<file path="src/rtl/vm_pkg.sv">
// vm_pkg: coin codes and output FSM states shared with the vending FSM
package vm_pkg;
  localparam logic [3:0] COIN_NONE = 4'b0000;
  localparam logic [3:0] COIN_5    = 4'b0101;
  localparam logic [3:0] COIN_10   = 4'b1010;
  typedef enum logic [1:0] {IDLE, EMIT, GAP} state_t;
endpackage

</file>
<file path="src/rtl/coin_debounce.sv">
// coin_debounce: 2-FF sync, debounce filter, rise pulse and sticky jam detector for one coin slot
module coin_debounce #(
  parameter int DEB_CYCLES = 4,
  parameter int JAM_CYCLES = 64
) (
  input  logic clk,
  input  logic reset,
  input  logic raw,
  output logic rise,
  output logic jam
);
  localparam int DW = $clog2(DEB_CYCLES);
  localparam int JW = $clog2(JAM_CYCLES + 1);
  localparam logic [DW-1:0] DEB_MAX = DW'(DEB_CYCLES - 1);
  localparam logic [JW-1:0] JAM_MAX = JW'(JAM_CYCLES);
  logic s1, s2, filt, filt_d;
  logic [DW-1:0] cnt;
  logic [JW-1:0] jcnt;
  assign rise = filt & ~filt_d;
  // synchronize, then let filt follow s2 only after it has differed for DEB_CYCLES cycles
  always_ff @(posedge clk or negedge reset)
    if (!reset) begin
      s1     <= 1'b0;
      s2     <= 1'b0;
      filt   <= 1'b0;
      filt_d <= 1'b0;
      cnt    <= '0;
    end else begin
      s1     <= raw;
      s2     <= s1;
      filt_d <= filt;
      cnt    <= (s2 == filt || cnt == DEB_MAX) ? '0 : cnt + 1'b1;
      if (s2 != filt && cnt == DEB_MAX) filt <= s2;
    end
  // saturating high-time counter; jam latches once filt stays high past JAM_CYCLES
  always_ff @(posedge clk or negedge reset)
    if (!reset) begin
      jcnt <= '0;
      jam  <= 1'b0;
    end else begin
      jcnt <= !filt ? '0 : (jcnt == JAM_MAX ? jcnt : jcnt + 1'b1);
      if (filt && jcnt == JAM_MAX) jam <= 1'b1;
    end
endmodule

</file>
<file path="src/rtl/coin_acceptor.sv">
// coin_acceptor: debounces two coin slots and serializes accepted coins into single-cycle codes
module coin_acceptor
  import vm_pkg::*;
#(
  parameter int DEB_CYCLES = 4,
  parameter int GAP_CYCLES = 1,
  parameter int JAM_CYCLES = 64
) (
  input  logic       clk,
  input  logic       reset,
  input  logic       coin5_raw,
  input  logic       coin10_raw,
  output logic [3:0] coin_code,
  output logic       coin_valid,
  output logic       reject,
  output logic [1:0] jam,
  output logic       busy
);
  localparam int GW = $clog2(GAP_CYCLES + 1);
  localparam logic [GW-1:0] GAP_MAX = GW'(GAP_CYCLES - 1);
  state_t state, state_n;
  logic rise5, rise10, set5, set10, clr5, clr10;
  logic pend5, pend10, pend5_n, pend10_n, rej_n, busy_n;
  logic [3:0] code_n;
  logic [GW-1:0] gcnt, gcnt_n;
  coin_debounce #(.DEB_CYCLES(DEB_CYCLES), .JAM_CYCLES(JAM_CYCLES)) u_deb5 (
    .clk(clk), .reset(reset), .raw(coin5_raw), .rise(rise5), .jam(jam[0])
  );
  coin_debounce #(.DEB_CYCLES(DEB_CYCLES), .JAM_CYCLES(JAM_CYCLES)) u_deb10 (
    .clk(clk), .reset(reset), .raw(coin10_raw), .rise(rise10), .jam(jam[1])
  );
  assign set5  = rise5 & ~jam[0];
  assign set10 = rise10 & ~jam[1];
  // output FSM next state, pending-flag bookkeeping and overflow detection
  always_comb begin
    state_n = state;
    code_n  = COIN_NONE;
    gcnt_n  = gcnt;
    clr5    = 1'b0;
    clr10   = 1'b0;
    case (state)
      IDLE: begin
        if (pend5) begin
          code_n  = COIN_5;
          clr5    = 1'b1;
          state_n = EMIT;
        end else if (pend10) begin
          code_n  = COIN_10;
          clr10   = 1'b1;
          state_n = EMIT;
        end
      end
      EMIT: begin
        state_n = GAP;
        gcnt_n  = '0;
      end
      GAP: begin
        state_n = (gcnt == GAP_MAX) ? IDLE : GAP;
        gcnt_n  = gcnt + 1'b1;
      end
      default: state_n = IDLE;
    endcase
    pend5_n  = (pend5 & ~clr5) | set5;
    pend10_n = (pend10 & ~clr10) | set10;
    rej_n    = (set5 & pend5 & ~clr5) | (set10 & pend10 & ~clr10);
    busy_n   = (state_n != IDLE) | pend5_n | pend10_n;
  end
  // state, pending flags and registered outputs
  always_ff @(posedge clk or negedge reset)
    if (!reset) begin
      state      <= IDLE;
      gcnt       <= '0;
      pend5      <= 1'b0;
      pend10     <= 1'b0;
      coin_code  <= COIN_NONE;
      coin_valid <= 1'b0;
      reject     <= 1'b0;
      busy       <= 1'b0;
    end else begin
      state      <= state_n;
      gcnt       <= gcnt_n;
      pend5      <= pend5_n;
      pend10     <= pend10_n;
      coin_code  <= code_n;
      coin_valid <= code_n != COIN_NONE;
      reject     <= rej_n;
      busy       <= busy_n;
    end
endmodule

</file>
<file path="config.mk">
export PLATFORM = sky130hd
export DESIGN_NAME = coin_acceptor
export DESIGN_NICKNAME = d
export VERILOG_FILES = /design/src/rtl/vm_pkg.sv /design/src/rtl/coin_debounce.sv /design/src/rtl/coin_acceptor.sv
export SDC_FILE = /design/constraint.sdc
export NUM_CORES = 1
export LEC_CHECK = 0
export BUFFER_PORTS_ARGS = -buffer_cell sky130_fd_sc_hd__buf_2
export CORE_MARGIN = 2
export CORE_UTILIZATION = 50
export DETAILED_ROUTE_END_ITERATION = 7
export PLACE_DENSITY = 0.65
export SYNTH_ARGS = -nofsm -noshare
export SYNTH_HDL_FRONTEND = slang
export SYNTH_SLANG_ARGS = --single-unit
</file>
<file path="constraint.sdc">
create_clock -name clk -period 3.2 [get_ports clk]
set_input_delay 0.64 -clock clk [delete_from_list [all_inputs] [get_ports clk]]
set_output_delay 0.64 -clock clk [all_outputs]
set_load 0.01 [all_outputs]
</file>
== After elaboration in Yosys (flattened, before gate mapping) ==
Cells that the tools add are included.

* Input port bits: 4
* Flip-flop bits (word level): 40

* Equality and inequality tests: 12
* Reduce and logical (&&, ||, !) cells: 10
* Add/sub/neg operators: 5
* Bitwise logic cells: 21
* Mux-type cells: 19

{| class="wikitable"
|+ Operators by type and width
! operator !! number
|-
| $mux 7 || 4
|-
| $add 7x1->7 const B || 2
|-
| $eq 7x7->1 const B || 2
|-
| $mux 4 || 3
|-
| $and 1x1->1 || 10
|-
| $mux 2 || 5
|-
| $eq 2x2->1 const B || 3
|-
| $not 1->1 || 6
|-
| $pmux 2 s3 || 1
|-
| $mux 1 || 5
|-
| $or 1x1->1 || 5
|-
| $add 2x1->2 const B || 2
|-
| $logic_and 1x1->1 || 4
|-
| $ne 2x2->1 const B || 2
|-
| $reduce_bool 2->1 || 2
|-
| $reduce_bool 4->1 || 1
|-
| $eq 1x1->1 || 2
|-
| $eq 2x1->1 const B || 1
|-
| $logic_not 2->1 || 1
|-
| $logic_or 1x1->1 || 2
|-
| $ne 1x1->1 || 2
|-
| $pmux 1 s2 || 1
|-
| $add 1x1->1 const B || 1
|}

== Depth between registers and ports, before layout ==
* Word-level depth: 7
* Mapped depth: 5
* Depth with buffers taken out: 5

== Hierarchy ==
A second synthesis with hierarchy kept.

* Cells, all modules: 149
* Area, all modules: 1686.6 µm²

{| class="wikitable"
|+ Modules (own cells, without submodules)
! module !! times used !! sequential area each (µm²) !! cells each !! area an instance (µm²)
|-
| coin_debounce || 2 || 350.3 || 54 || 614.3
|-
| coin_acceptor || 1 || 250.2 || 41 || 457.9
|}

== Worst setup path before layout ==
OpenSTA, ideal clock, no wires.

* Path type: register to register
* From: register state[0]
* To: register busy
* Stages on the path, launching flop included: 6
* Slack: 1.646 ns
* Required time: 3.061 ns
* Arrival time: 1.415 ns
* Path buffers: 0
* Period minus slack after synthesis: 1.554 ns
* Cells stage by stage: dfrtp_1 inv_1 ha_1 nand2b_1 a22o_1 or4_1

* Elaborated cells on any way between the ends: 17

{| class="wikitable"
|+ RTL lines
! element !! RTL line !! source
|-
| start, declared || coin_acceptor.sv:21 || <nowiki>state_t state, state_n;</nowiki>
|-
| start signal, assigned || coin_acceptor.sv:80 || <nowiki>state <= state_n;</nowiki>
|-
| $logic_not 2->1 || coin_acceptor.sv:41 || <nowiki>case (state)</nowiki>
|-
| $mux 1 || coin_acceptor.sv:41 ||
|-
| $not 1->1 || coin_acceptor.sv:64 || <nowiki>pend10_n = (pend10 & ~clr10) | set10;</nowiki>
|-
| $and 1x1->1 || coin_acceptor.sv:64 ||
|-
| $or 1x1->1 || coin_acceptor.sv:64 ||
|-
| net pend10_n || coin_acceptor.sv:23 || <nowiki>logic pend5, pend10, pend5_n, pend10_n, rej_n, busy_n;</nowiki>
|-
| $or 1x1->1 || coin_acceptor.sv:66 || <nowiki>busy_n = (state_n != IDLE) | pend5_n | pend10_n;</nowiki>
|-
| net busy_n || coin_acceptor.sv:23 ||
|-
| end signal, assigned || coin_acceptor.sv:87 || <nowiki>busy <= busy_n;</nowiki>
|-
| end, declared || coin_acceptor.sv:17 || <nowiki>output logic busy</nowiki>
|}

The timed path passes the listed nets, and every way through them passes these cells.
A chain may end at the register's enable or synchronous reset.

== Final worst setup path ==
Ends and elaborated chain as after synthesis.

==> key figures <==
Status
  • Outcome: finished, final reports clean

Synth
  • Synth unique cells: 31
  • Mean Syn Cell Area: 11.1 µm²
  • YS warnings: 0
  • Seq/Total Area, Yosys: around 58%
  • Net Count, Synth: 162
  • Post-synthesis cell count: roughly 150
  • Mapped cell area: ~1600 µm²
  • Seq cells post-synth: 38

Critical path
  • Endpoint class of the critical path: flip-flop
  • WP data required: 3420 ps
  • Startpoint type of the worst setup path: flip-flop
  • Critical path class: reg -> reg
  • CP max FO: 5
  • CP delay by family, top: simple AND/OR/NAND/NOR gates
  • Worst Setup SP: state[0]
  • Crit path DAT: ~1900 ps
  • Worst path max stage delay: 460 ps
  • Worst r2r src: state[0]
  • Crit path cell chain: inv_1 -> ha_1 -> nand2b_1 -> a22o_1 -> or4_1
  • CP Buf/Inv Count: 1
  • Worst path slowest cell: or4_1

Clocking
  • Number of CTS-inserted buffers: 5
  • CTS Root Cell: clkbuf_4
  • Worst-Skew Late Latency: 340 ps
  • Post-CTS setup buffer count: 0
  • CTS clk-pin slew, worst paths: 100 ps
  • Max Buffers Root-to-Sink: 2
  • CTS resizes: 0
  • CTS tree: built
  • CTS sink count: 38
  • H-tree Lvls: 2
  • CTS Hold Bufs: 0

Timing
  • Fmax: 0.593 GHz
  • Tcrit/Tclk final: a little over half
  • Final worst slack: 1510 ps
  • Number of setup violations in the final report: 0
  • Worst rel slew slack: 46.5%
  • Clock skew: 2.50 ps
  • Final Max Slew Viols: 0
  • Worst slew pin tran: 803 ps
  • Final Hold Violating Endpoints: 0
  • Tmin final: 1690 ps
  • Unrepaired setup endpoints after global routing: no
  • TNS Setup: 0 ps

Placed design
  • RD Place Congestion: 0.770
  • PortBufs: 12
  • Placement Setup Slack: 1520 ps
  • HPWL after DPL: 1930 µm

Routing
  • DRT antenna net count: 0
  • DR vias: 1096
  • Remaining DRCs: 0
  • Initial detailed-routing violation count: 40
  • Total Routed Length: ~2700 µm
  • Drt first pass iters: 4
  • Via-to-Cell Ratio: 5.27
  • Routed len/inst: 12.9 µm

Pwr
  • Int Power: ~0.0009 W
  • Register share of total power: 50.9%
  • Sw Share: between 30% and 40%
  • Net Switching: 0.000477 W
  • Leak Pwr: about 0.84 nW
  • PwrDens: 766 nW/µm²
  • VDD IR max: 346 µV
  • Clock power frac: 18.5%
  • Logic pwr share: 30.6%

Global routing
  • Pin count of the biggest net entering global routing: 39
  • Overall routing resource usage: 18.1%
  • GRT Residual Overflow: 0
  • Number of global-route vias before repair: 1158
  • First-pass GRT wire length: around 5000 µm
  • Initial antenna violation count: 0

Die
  • Die H: 61.4 µm
  • Initial Util: 53.1%
  • # IOs: 13
  • Die Area: 3770 µm²
  • Area of the core: 3100 µm²
  • Row Count: 20
  • Die Width: 61.4 µm

Min path
  • Min-Delay Path Class: reg -> reg
  • Hold Crit Start: u_deb10.s1

Layout
  • Antenna diode count: 0
  • Nets@finish: 177
  • Area growth, synth to finish: 8.81%
  • Fraction of layout cells with a size suffix above 1: 12.8%
  • Fillers: between 200 and 300

Run
  • MaxCap Viol Count: 0
## layout make-up
class	count	area, µm²	share of cell area (%)
repair buffers	12	60.1	3.35
inverters	12	45.0	2.51
multi-input cells	94	622	34.7
clock buffers	7	55.1	3.07
flip-flops and latches	38	951	53.0
well taps	44	55.1	3.07
clock inverters	1	5.00	0.279
## cells in the mapped netlist
cell type / instances / area, µm²
or4_1: 1 / 7.51
o21ai_0: 11 / 55.1
or2b_1: 1 / 7.51
a31oi_1: 1 / 6.26
nor3_1: 7 / 35.0
a211oi_1: 1 / 7.51
dfrtp_1: 38 / 951
a21o_1: 2 / 15.0
nand3_1: 5 / 25.0
nor3b_1: 3 / 22.5
o31ai_1: 1 / 7.51
nor2_1: 9 / 33.8
buf_4: 4 / 30.0
or4b_4: 1 / 13.8
a21oi_1: 10 / 50.1
nor4bb_1: 1 / 10.0
nand2b_1: 2 / 12.5
and2_1: 1 / 6.26
a22o_1: 1 / 8.76
nand2_1: 8 / 30.0
clkinv_1: 1 / 3.75
or3_1: 6 / 37.5
nor4_1: 1 / 6.26
inv_1: 11 / 41.3
and2b_1: 1 / 7.51
o21a_1: 1 / 7.51
or4_4: 1 / 11.3
xor2_1: 4 / 35.0
xnor2_1: 3 / 26.3
nand4bb_1: 1 / 11.3
ha_1: 10 / 125
## routing by layer
metal  vias to the layer above  global-route usage, %  share of wire [%]
li1                        534                      -                  -
met1                       533                   19.9                 41
met2                        21                   32.1                 53
met3                         8                   4.41                3.4
met4                         0                   10.0                2.7
met5                         -                      0                  0
## kinds of logic after synthesis
| family | synth area share [%] |
|---|---|
| flip-flops | 57.7 |
| XOR/XNOR | 3.72 |
| AO/OA/AOI/OAI | 9.57 |
| adder cells (fa/ha/maj) | 7.59 |
| buffers and inverters | 4.56 |
| AND/OR/NAND/NOR | 16.9 |
## stage by stage
stage	cells	util, %	power (W)	hold slack (ps)	instance area [µm²]
after global placement	200	55.8	0.00109	332	1730
after global routing	208	57.8	0.00150	377	1790
final	208	57.8	0.00137	361	1790
after detailed placement	200	55.8	0.00114	336	1730
after floorplan	148	-	0.00100	331	1650
after CTS	208	57.8	0.00139	364	1790
## layout by cell type (no fill, tap or decap), drive strengths merged, types with 2 or more instances in the layout
cell type,count
nand2b,2
ha,10
nor3,7
clkbuf,7
clkinv,2
nor2,9
or3,6
inv,11
buf,12
o21ai,11
nand3,5
nand2,8
nor3b,3
or4,2
xnor2,3
a21o,2
a21oi,10
xor2,4
dfrtp,38
## registers in the layout, indices dropped and copies added, names as in the netlist, 2 cells and up
name          count
coin_code         2
u_deb10.cnt       2
u_deb5.jcnt       7
state             2
u_deb5.cnt        2
u_deb10.jcnt      7
## path summary, 6_finish.rpt
check | end | slack (ps) | cells after the start
min | u_deb10.s2 | 360 | 0
min reg2reg | u_deb10.s2 | 360 | 0
max reg2reg | busy | 1510 | 5
min in group asynchronous | u_deb5.jcnt[0] | 370 | 1
max | busy | 1510 | 5
max in group asynchronous | u_deb10.s2 | 2320 | 1
## power by group through the flow
stage,Combinational (W),Clock (W),Sequential [W]
floorplan,0.000306,0,0.000699
global placement,0.000395,0,0.000697
detailed placement,0.000424,0,0.000712
CTS,0.000425,0.000266,0.000702
global route,0.000493,0.000289,0.000721
finish,0.000420,0.000255,0.000699
No activity file was read; power rests on OpenSTA's default activity.
